$ cat src/rtl/eq1_pkg.sv
// Shared types and constants for the equation-1 auto-solver.
// Operand/target widths, search start point and per-Z candidate span.
package eq1_pkg;

   localparam int OP_W   = 8;
   localparam int TGT_W  = 7;
   localparam int X_SPAN = 255;

   localparam logic [OP_W-1:0] Z_START = 8'd2;

   typedef enum logic [2:0] {
      IDLE,
      SEARCH,
      CHECK,
      SETUP,
      PRESS,
      RELEASE,
      DONE,
      FAIL
   } state_t;

endpackage

$ cat src/rtl/eq1_candidate.sv
// Combinational evaluator for one (X, Z) candidate in the checker's 8-bit arithmetic.
// Exposes the wrapped square q only when EQ1_SOLVER_SELFCHECK_EN is defined.
module eq1_candidate
   import eq1_pkg::*;
(
   input  logic [OP_W-1:0]  x,
   input  logic [OP_W-1:0]  z,
   input  logic [TGT_W-1:0] target,
   output logic             valid,
   output logic [OP_W-1:0]  y
`ifdef EQ1_SOLVER_SELFCHECK_EN
   ,
   output logic [OP_W-1:0]  q
`endif
);

   logic [OP_W-1:0]   quo;
   logic [OP_W-1:0]   sq;
   logic [OP_W-1:0]   tgt;
   logic [OP_W-1:0]   diff;
   logic [2*OP_W-1:0] prod;

   always_comb begin
      tgt  = {1'b0, target};
      quo  = x / z;
      sq   = quo * quo;
      diff = tgt - sq;
      // Product kept wide so an over-range Y is rejected rather than wrapped.
      prod  = {{OP_W{1'b0}}, diff} * {{OP_W{1'b0}}, z};
      valid = (sq <= tgt) && (prod <= 16'd255) && (prod != '0);
      y     = prod[OP_W-1:0];
   end

`ifdef EQ1_SOLVER_SELFCHECK_EN
   assign q = sq;
`endif

endmodule

$ cat src/rtl/equation1_solver.sv
// Searches X,Z (then Y) so Y/Z + (X/Z)^2 mod 256 = Target, then replays X,Y,Z over the Go handshake.
// One candidate per cycle, 9*PULSE_LEN cycles to transmit; no backpressure, start is only heard in IDLE.
// EQ1_SOLVER_SELFCHECK_EN adds a CHECK state and a sticky err output.
module equation1_solver
   import eq1_pkg::*;
#(
   parameter int PULSE_LEN = 4
) (
   input  logic             Clock,
   input  logic             Reset,
   input  logic             start,
   input  logic [TGT_W-1:0] Target,
   input  logic [OP_W-1:0]  Seed,
   output logic [OP_W-1:0]  DataOut,
   output logic             Go,
   output logic             StartEq1,
   output logic             busy,
   output logic             done,
   output logic             fail
`ifdef EQ1_SOLVER_SELFCHECK_EN
   ,
   output logic             err
`endif
);

   localparam int PW = (PULSE_LEN > 1) ? $clog2(PULSE_LEN) : 1;
   localparam logic [PW-1:0]   P_LAST    = PW'(PULSE_LEN - 1);
   localparam logic [OP_W-1:0] XCNT_LAST = OP_W'(X_SPAN - 1);

   state_t           state, state_n;
   logic [TGT_W-1:0] target_r, target_n;
   logic [OP_W-1:0]  xs_r, xs_n, x_r, x_n, y_r, y_n, z_r, z_n;
   logic [OP_W-1:0]  xcnt_r, xcnt_n;
   logic [1:0]       k_r, k_n;
   logic [PW-1:0]    pcnt_r, pcnt_n;
   logic [OP_W-1:0]  dout_n, slot, seed_fix;
   logic             go_n, se_n, busy_n, done_n, fail_n;
   logic             cand_valid;
   logic [OP_W-1:0]  cand_y;
`ifdef EQ1_SOLVER_SELFCHECK_EN
   logic [OP_W-1:0]  cand_q, chk_sum;
   logic             err_n;
`endif

   eq1_candidate u_cand (
      .x      (x_r),
      .z      (z_r),
      .target (target_r),
      .valid  (cand_valid),
      .y      (cand_y)
`ifdef EQ1_SOLVER_SELFCHECK_EN
      ,
      .q      (cand_q)
`endif
   );

   always_ff @(posedge Clock or posedge Reset) begin
      if (Reset) begin
         state    <= IDLE;
         target_r <= '0;
         xs_r     <= '0;
         x_r      <= '0;
         y_r      <= '0;
         z_r      <= '0;
         xcnt_r   <= '0;
         k_r      <= '0;
         pcnt_r   <= '0;
         DataOut  <= '0;
         Go       <= 1'b0;
         StartEq1 <= 1'b0;
         busy     <= 1'b0;
         done     <= 1'b0;
         fail     <= 1'b0;
`ifdef EQ1_SOLVER_SELFCHECK_EN
         err      <= 1'b0;
`endif
      end else begin
         state    <= state_n;
         target_r <= target_n;
         xs_r     <= xs_n;
         x_r      <= x_n;
         y_r      <= y_n;
         z_r      <= z_n;
         xcnt_r   <= xcnt_n;
         k_r      <= k_n;
         pcnt_r   <= pcnt_n;
         DataOut  <= dout_n;
         Go       <= go_n;
         StartEq1 <= se_n;
         busy     <= busy_n;
         done     <= done_n;
         fail     <= fail_n;
`ifdef EQ1_SOLVER_SELFCHECK_EN
         err      <= err_n;
`endif
      end
   end

   always_comb begin
      state_n  = state;
      target_n = target_r;
      xs_n     = xs_r;
      x_n      = x_r;
      y_n      = y_r;
      z_n      = z_r;
      xcnt_n   = xcnt_r;
      k_n      = k_r;
      pcnt_n   = pcnt_r;
      seed_fix = (Seed == '0) ? 8'd1 : Seed;
`ifdef EQ1_SOLVER_SELFCHECK_EN
      chk_sum  = (y_r / z_r) + cand_q;
      err_n    = err;
`endif

      case (state)
         IDLE: begin
            if (start) begin
               target_n = Target;
               xs_n     = seed_fix;
               x_n      = seed_fix;
               z_n      = Z_START;
               xcnt_n   = '0;
               state_n  = SEARCH;
            end
         end
         SEARCH: begin
            if (cand_valid) begin
               y_n    = cand_y;
               k_n    = 2'd0;
               pcnt_n = '0;
`ifdef EQ1_SOLVER_SELFCHECK_EN
               state_n = CHECK;
`else
               state_n = SETUP;
`endif
            end else if (xcnt_r == XCNT_LAST) begin
               // All X tried for this Z: rewind X to the seed and move to the next divisor.
               if (z_r == '1) begin
                  state_n = FAIL;
               end else begin
                  xcnt_n = '0;
                  x_n    = xs_r;
                  z_n    = z_r + 8'd1;
               end
            end else begin
               x_n    = (x_r == '1) ? 8'd1 : x_r + 8'd1;
               xcnt_n = xcnt_r + 8'd1;
            end
         end
`ifdef EQ1_SOLVER_SELFCHECK_EN
         CHECK: begin
            err_n   = err | (chk_sum != {1'b0, target_r});
            state_n = SETUP;
         end
`endif
         SETUP, PRESS, RELEASE: begin
            if (pcnt_r == P_LAST) begin
               pcnt_n = '0;
               if (state == SETUP) begin
                  state_n = PRESS;
               end else if (state == PRESS) begin
                  state_n = RELEASE;
               end else if (k_r == 2'd2) begin
                  state_n = DONE;
               end else begin
                  k_n     = k_r + 2'd1;
                  state_n = SETUP;
               end
            end else begin
               pcnt_n = pcnt_r + PW'(1);
            end
         end
         default: state_n = IDLE;
      endcase

      if (k_n == 2'd0)
         slot = x_n;
      else if (k_n == 2'd1)
         slot = y_n;
      else
         slot = z_n;

      // Operand only moves on SETUP entry so it is settled well before Go rises.
      dout_n = DataOut;
      if (state_n == SETUP && state != SETUP)
         dout_n = slot;

      go_n   = (state_n == PRESS);
      se_n   = (state_n == SETUP) || (state_n == PRESS) || (state_n == RELEASE);
      busy_n = (state_n != IDLE);
      done_n = (state_n == DONE);
      fail_n = (state_n == FAIL);
   end

endmodule

$ cat config.mk
export PLATFORM = sky130hd
export DESIGN_NAME = equation1_solver
export DESIGN_NICKNAME = d
export VERILOG_FILES = /design/src/rtl/eq1_pkg.sv /design/src/rtl/eq1_candidate.sv /design/src/rtl/equation1_solver.sv
export SDC_FILE = /design/constraint.sdc
export NUM_CORES = 1
export LEC_CHECK = 0
export CAP_MARGIN = 20
export CORE_ASPECT_RATIO = 2
export CORE_UTILIZATION = 55
export DETAILED_ROUTE_END_ITERATION = 10
export PLACE_DENSITY = 0.83
export SETUP_SLACK_MARGIN = 0.4
export SYNTH_ARGS = -nofsm -noshare
export SYNTH_HDL_FRONTEND = slang
export SYNTH_SLANG_ARGS = --single-unit
$ cat constraint.sdc
create_clock -name Clock -period 19.6 [get_ports Clock]
set_input_delay 3.92 -clock Clock [delete_from_list [all_inputs] [get_ports Clock]]
set_output_delay 3.92 -clock Clock [all_outputs]
set_load 0.1 [all_outputs]
Yosys cells after proc, flatten, opt, wreduce, memory -nomap -nowiden. Cells that the tools add are included.

Output and inout bits: 13. Flip-flop bits (word level): 67. Input bits: 18.

Equal/unequal tests: 20. Divide/modulo/power cells: 1. $mul: 2. Muxes and demuxes: 39. Add/subtract/negate cells: 6. Order comparisons: 2. Reductions and logical operators: 16.

Operators by type and width (number): $mux 8 (18); $pmux 8 s2 (3); $add 8x1->8 const B (3); $eq 8x8->1 const B (3); $mux 3 (8); $eq 3x3->1 const B (6); $le 16x8->1 const B (1); $mul 8x8->16 (1); $reduce_bool 16->1 (1); $mux 2 (7); $pmux 3 s3 (1); $div 8x8->8 (1); $le 8x7->1 (1); $logic_not 8->1 (1); $mul 8x8->8 (1); $pmux 2 s2 (2); $sub 7x8->8 (1); $eq 3x2->1 const B (2); $ne 2x2->1 const B (3); $add 2x1->2 const B (2); $eq 2x2->1 const B (2); $reduce_and 2->1 (2); $reduce_and 4->1 (1); $reduce_bool 2->1 (2); other kinds (10) (13).

Logic depth before layout (Yosys ltp). Gate-level depths: netlist of run 1.

Depth in word-level cells: 12. Depth in mapped cells: 94.

Cells and area by module. From an unflattened synthesis of run 1, not the netlist that was laid out.

Cell total of the unflattened synthesis: 995. Area total of the unflattened synthesis: 8256.7 um^2.

By module, submodules not included: eq1_candidate (cells each 574, sequential area each 0.0 um^2, times used 1, area each 4480.5 um^2); equation1_solver (cells each 421, sequential area each 1676.6 um^2, times used 1, area each 3776.1 um^2).

Worst setup path before layout of run 1. Ideal clock, no wire load.

Kind: reg2reg. From: reg z_r[7]. To: reg DataOut[1]. Arrival time: 18.977 ns. Cell stages (with the launch flop): 86. Data required time: 19.479 ns. Library setup time: 0.121 ns. Path slack: 0.501 ns. Path buffers: 4. Period minus slack after synthesis: 19.099 ns. Cells stage by stage: dfrtp_1 or4_4 nor4_4 a21oi_1 a21oi_2 ha_1 o21a_1 o211a_2 mux2i_1 ha_1 o21a_1 o21a_1 o21ai_1 mux2_2 ha_1 o21a_1 o31ai_1 clkbuf_1 [... 50 more ...] fa_1 inv_1 fa_1 inv_1 fa_1 inv_1 ha_1 nor2b_1 o21ai_0 nor4bb_1 o311ai_1 nor4b_2 nand4_2 a221oi_4 inv_2 a211oi_1 o31ai_1 o22a_1.

Cells in the longest elaborated chain, start to end: 12.

RTL lines: from (decl) (line equation1_solver.sv:32) `logic [OP_W-1:0] xs_r, xs_n, x_r, x_n, y_r, y_n, z_r, z_n;`; from (signal assigned) (line equation1_solver.sv:83) `z_r <= z_n;`; $div 8x8->8 (line eq1_candidate.sv:25) `quo = x / z;`; $mul 8x8->8 (line eq1_candidate.sv:26) `sq = quo * quo;`; $sub 7x8->8 (line eq1_candidate.sv:27) `diff = tgt - sq;`; $mul 8x8->16 (line eq1_candidate.sv:29) `prod = {{OP_W{1'b0}}, diff} * {{OP_W{1'b0}}, z};`; $le 16x8->1 (line eq1_candidate.sv:30) `valid = (sq <= tgt) && (prod <= 16'd255) && (prod != '0);`; $logic_and 1x1->1 (line eq1_candidate.sv:30); $logic_and 1x1->1 * (line eq1_candidate.sv:30); $mux 2 * (line equation1_solver.sv:127) `if (cand_valid) begin`; $pmux 2 s2 * (line equation1_solver.sv:115) `case (state)`; via k_n[0] (line equation1_solver.sv:34) `logic [1:0] k_r, k_n;`; $eq 2x1->1 (line equation1_solver.sv:178) `else if (k_n == 2'd1)`; $mux 8 (line equation1_solver.sv:178); $mux 8 * (line equation1_solver.sv:176) `if (k_n == 2'd0)`; to (signal assigned) (line equation1_solver.sv:87) `DataOut <= dout_n;`; to (decl) (line equation1_solver.sv:14) `output logic [OP_W-1:0] DataOut,`.

The timed path passes the listed nets; every way through them passes the cells marked *. A chain may end at the register's enable or synchronous reset.

Final worst setup path of run 1.
From: reg z_r[6]. To: reg DataOut[5].

The elaborated chain is that of the path after synthesis.

==> results of run 1 <==
-- synth_stat cells (4+ instances only) --
cell and instances:
nor2_1 86, o221ai_1 5, inv_1 109, o22ai_1 5, nand3_1 18, and4_1 6
o211ai_1 8, o22a_1 5, dfrtp_1 67, mux2_2 11, fa_1 45, nand2_1 99
nor3_1 26, ha_1 100, nand4_1 6, a31oi_1 11, clkbuf_1 35, nor3b_1 4
nand2b_1 19, mux2i_1 7, o21a_1 17, a21o_1 18, nor2b_1 6, o21ai_1 8
and2_1 34, o31ai_1 8, buf_2 4, o21ai_0 45, xor2_1 14, and3_1 9
or2_2 6, or3_1 5, xnor2_1 22, a211o_1 4, a211oi_1 5, a21oi_1 37
-- path summary, 6_finish.rpt --
kind	from	endpoint	slack, ns	depth (start not counted)
worst max register to register	z_r[6]	DataOut[5]	0.63	91
min in group asynchronous	Reset	pcnt_r[1]	4.19	3
worst min register to register	xs_r[5]	xs_r[5]	0.47	2
worst min-delay path	xs_r[5]	xs_r[5]	0.47	2
worst max-delay path	z_r[6]	DataOut[5]	0.63	91
max in group asynchronous	Reset	DataOut[2]	14.85	3
-- area by class of cell --
cell class	count	area, sq um
clock buffer	9	225
clock inverter	7	98.8
fill	1047	4700
inverter	110	418
multi-input combinational	749	6210
sequential	67	1680
tap	192	240
timing repair buffer	87	778
timing repair inverter	1	5.00
-- flip-flops by register name, indices dropped and copies added (netlist names), 2 cells and up --
register	flops
xs_r	8
pcnt_r	2
y_r	8
z_r	8
k_r	2
xcnt_r	8
x_r	8
state	3
target_r	7
DataOut	8
-- layer usage --
metal  global-route usage (%)  vias up  part of all wire [%]
li1                         -     3444                     -
met1                     29.7     3668                    32
met2                     56.0      438                    53
met3                     5.39      182                   6.5
met4                     24.2        0                   9.2
met5                        0        -                     0
-- critical path, delay by kind of cell (launching register included) --
kind / cells / cell delay, ns
compound gates: 42 / 6.91
fa+ha+maj: 18 / 6.55
simple gates: 13 / 2.53
buf+inv: 14 / 1.46
mux: 3 / 0.82
flops: 1 / 0.39
xor+xnor: 1 / 0.14
-- timing repair --
action	CTS	global route
pin swaps	3	63
hold buffers	0	0
setup endpoints to repair	51	51
cloned	0	3
buffers inserted	2	26
gates resized for setup	13	91
-- through the flow --
| step | instance area, sq um | setup TNS (ns) |
|---|---|---|
| CTS | 9010 | 0 |
| global route | 9650 | -0.00710 |
| floorplan | 8040 | 0 |
| finish | 9650 | 0 |
| global placement | 8620 | 0 |
| detailed placement | 8620 | -2.36 |
-- cell families after synthesis --
logic type | after synthesis | synth area share, %
AOI/OAI and AO/OA | 212 | 17.9
xor gates and xnor gates | 36 | 3.92
adders and majority gates | 145 | 26.8
buffers and inverters | 150 | 7.11
DFF | 67 | 20.9
muxes | 23 | 3.21
and+or+nand+nor | 333 | 20.2
-- power by group --
group	switching, W	internal [W]	leakage, nW
Combinational	0.00000430	0.00000349	3.74
Sequential	0	0.000138	0.839
Clock	0.0000676	0.000113	0.157
==> impl_metrics.tcl, run 1 <==
set metrics [dict create \
    globalplace.congestion 0.976 \
    final_util_pct 67.2 \
    grt_pass1_wl_mm 36.0 \
    finalSetupViolations 0 \
    dieWidth_um 87.5 \
    synth_cell_types 72 \
    finalCritPeriodShare_pct 96.8 \
    synth_top_cell_by_area "dfrtp_1" \
    power_density_nw_per_um2 33.8 \
    worstPathMaxFanout 7 \
    fmax_ghz 0.0527 \
    crit_top_cell "o21a_1" \
    arrival_ns 19.22 \
    drive_gt1_share_pct 16.6 \
    antenna_left 0 \
    synthTopCellsByArea "dfrtp_1 21%, ha_1 16%, fa_1 11%" \
    cts_sinks 67 \
    antenna_found_initial 0 \
    cts_buffer_depth 2 \
    cp.required_ns 19.85 \
    die_h_um 173 \
    layout_setup_ws_ns 0.634 \
    grt_overflow 0 \
    max_cap_viol_count 0 \
    grt_pass1_vias 7530 \
    initial_core_util_pct 56.0 \
    peakVddDrop_v 0.0000530 \
    synth-seq-cells 67 \
    drt-initial-drc-count 612 \
    fin_skew_ns 0.00784 \
    yosysWarnings 0 \
    synthFlopType "dfrtp_1" \
    antenna_cells 0 \
    syn_area_per_cell_sq_um 8.32 \
    viasPerCell 6.33 \
    final_common_cell "inv_1" \
    start_kind "flip-flop" \
    slew_headroom_pct 34.9 \
    hold_slack_ns 0.469 \
    end_kind "flip-flop" \
    area_growth_pct 20.0 \
    p_leak_nw 4.74 \
    stdcell_count 1222 \
    synth_area_sq_um 8040 \
    cts_root_buf "clkbuf_16" \
    fin_nets 1188 \
    syn_inst 966 \
    grt_start_max_net_pins 68 \
    firstDrtPassIters 7 \
    syn_nets 1129 \
    worstSetupPathType "reg2reg" \
    rows 62 \
    placed_cells 1175 \
    final_cell_mix "104 x inv_1, 98 x nand2_1, 89 x ha_1" \
    power_w 0.000326 \
    yosysSeqAreaShare_pct 20.9 \
    cpPeakStageDelay_ns 0.58 \
    status "finished, final reports clean" \
    htreeDepth 3 \
    drc_errors 0 \
    port_buffers 30 \
    die_area_sq_um 15100 \
    cts_buffers 9 \
    clk_pin_slew_worst_paths_ns 0.06 \
    critPathSlowestCell "or4_4" \
    io-pin-count 31 \
    hp-class "reg2reg" \
    grt_use_total_pct 31.0 \
    synth_edf_count 0 \
    wl_mm 24.6 \
    cts_tree "yes" \
    min_period_ns 18.97 \
    async_flop_share_pct 100 \
    netlist.area_leader.share_pct 20.9 \
    fp.coreArea_sq_um 14400 \
    clock_latency_ns 0.34 \
    via_count 7732 \
    dp_slack_ns -0.354 \
    wl_per_cell_um 20.2 \
    drv_slew 0 \
    dpl.hpwl_mm 17.4 \
    worst_slew_pin_slew_ns 0.973 \
    hold_viol 0 \
]
Note: power is estimated with default switching activity, not from simulation.
==> run 2, diff against run 1 <==
Settings changed: CAP_MARGIN 20 to default.
==> results of run 2 <==
The final DEF is identical to that of run 1; final timing and power are the same.
==> run 3, diff against run 2 <==
Settings changed: CTS_CLUSTER_DIAMETER from default to 120.
==> results of run 3 <==
The final DEF is identical to that of run 1; final timing and power are the same.
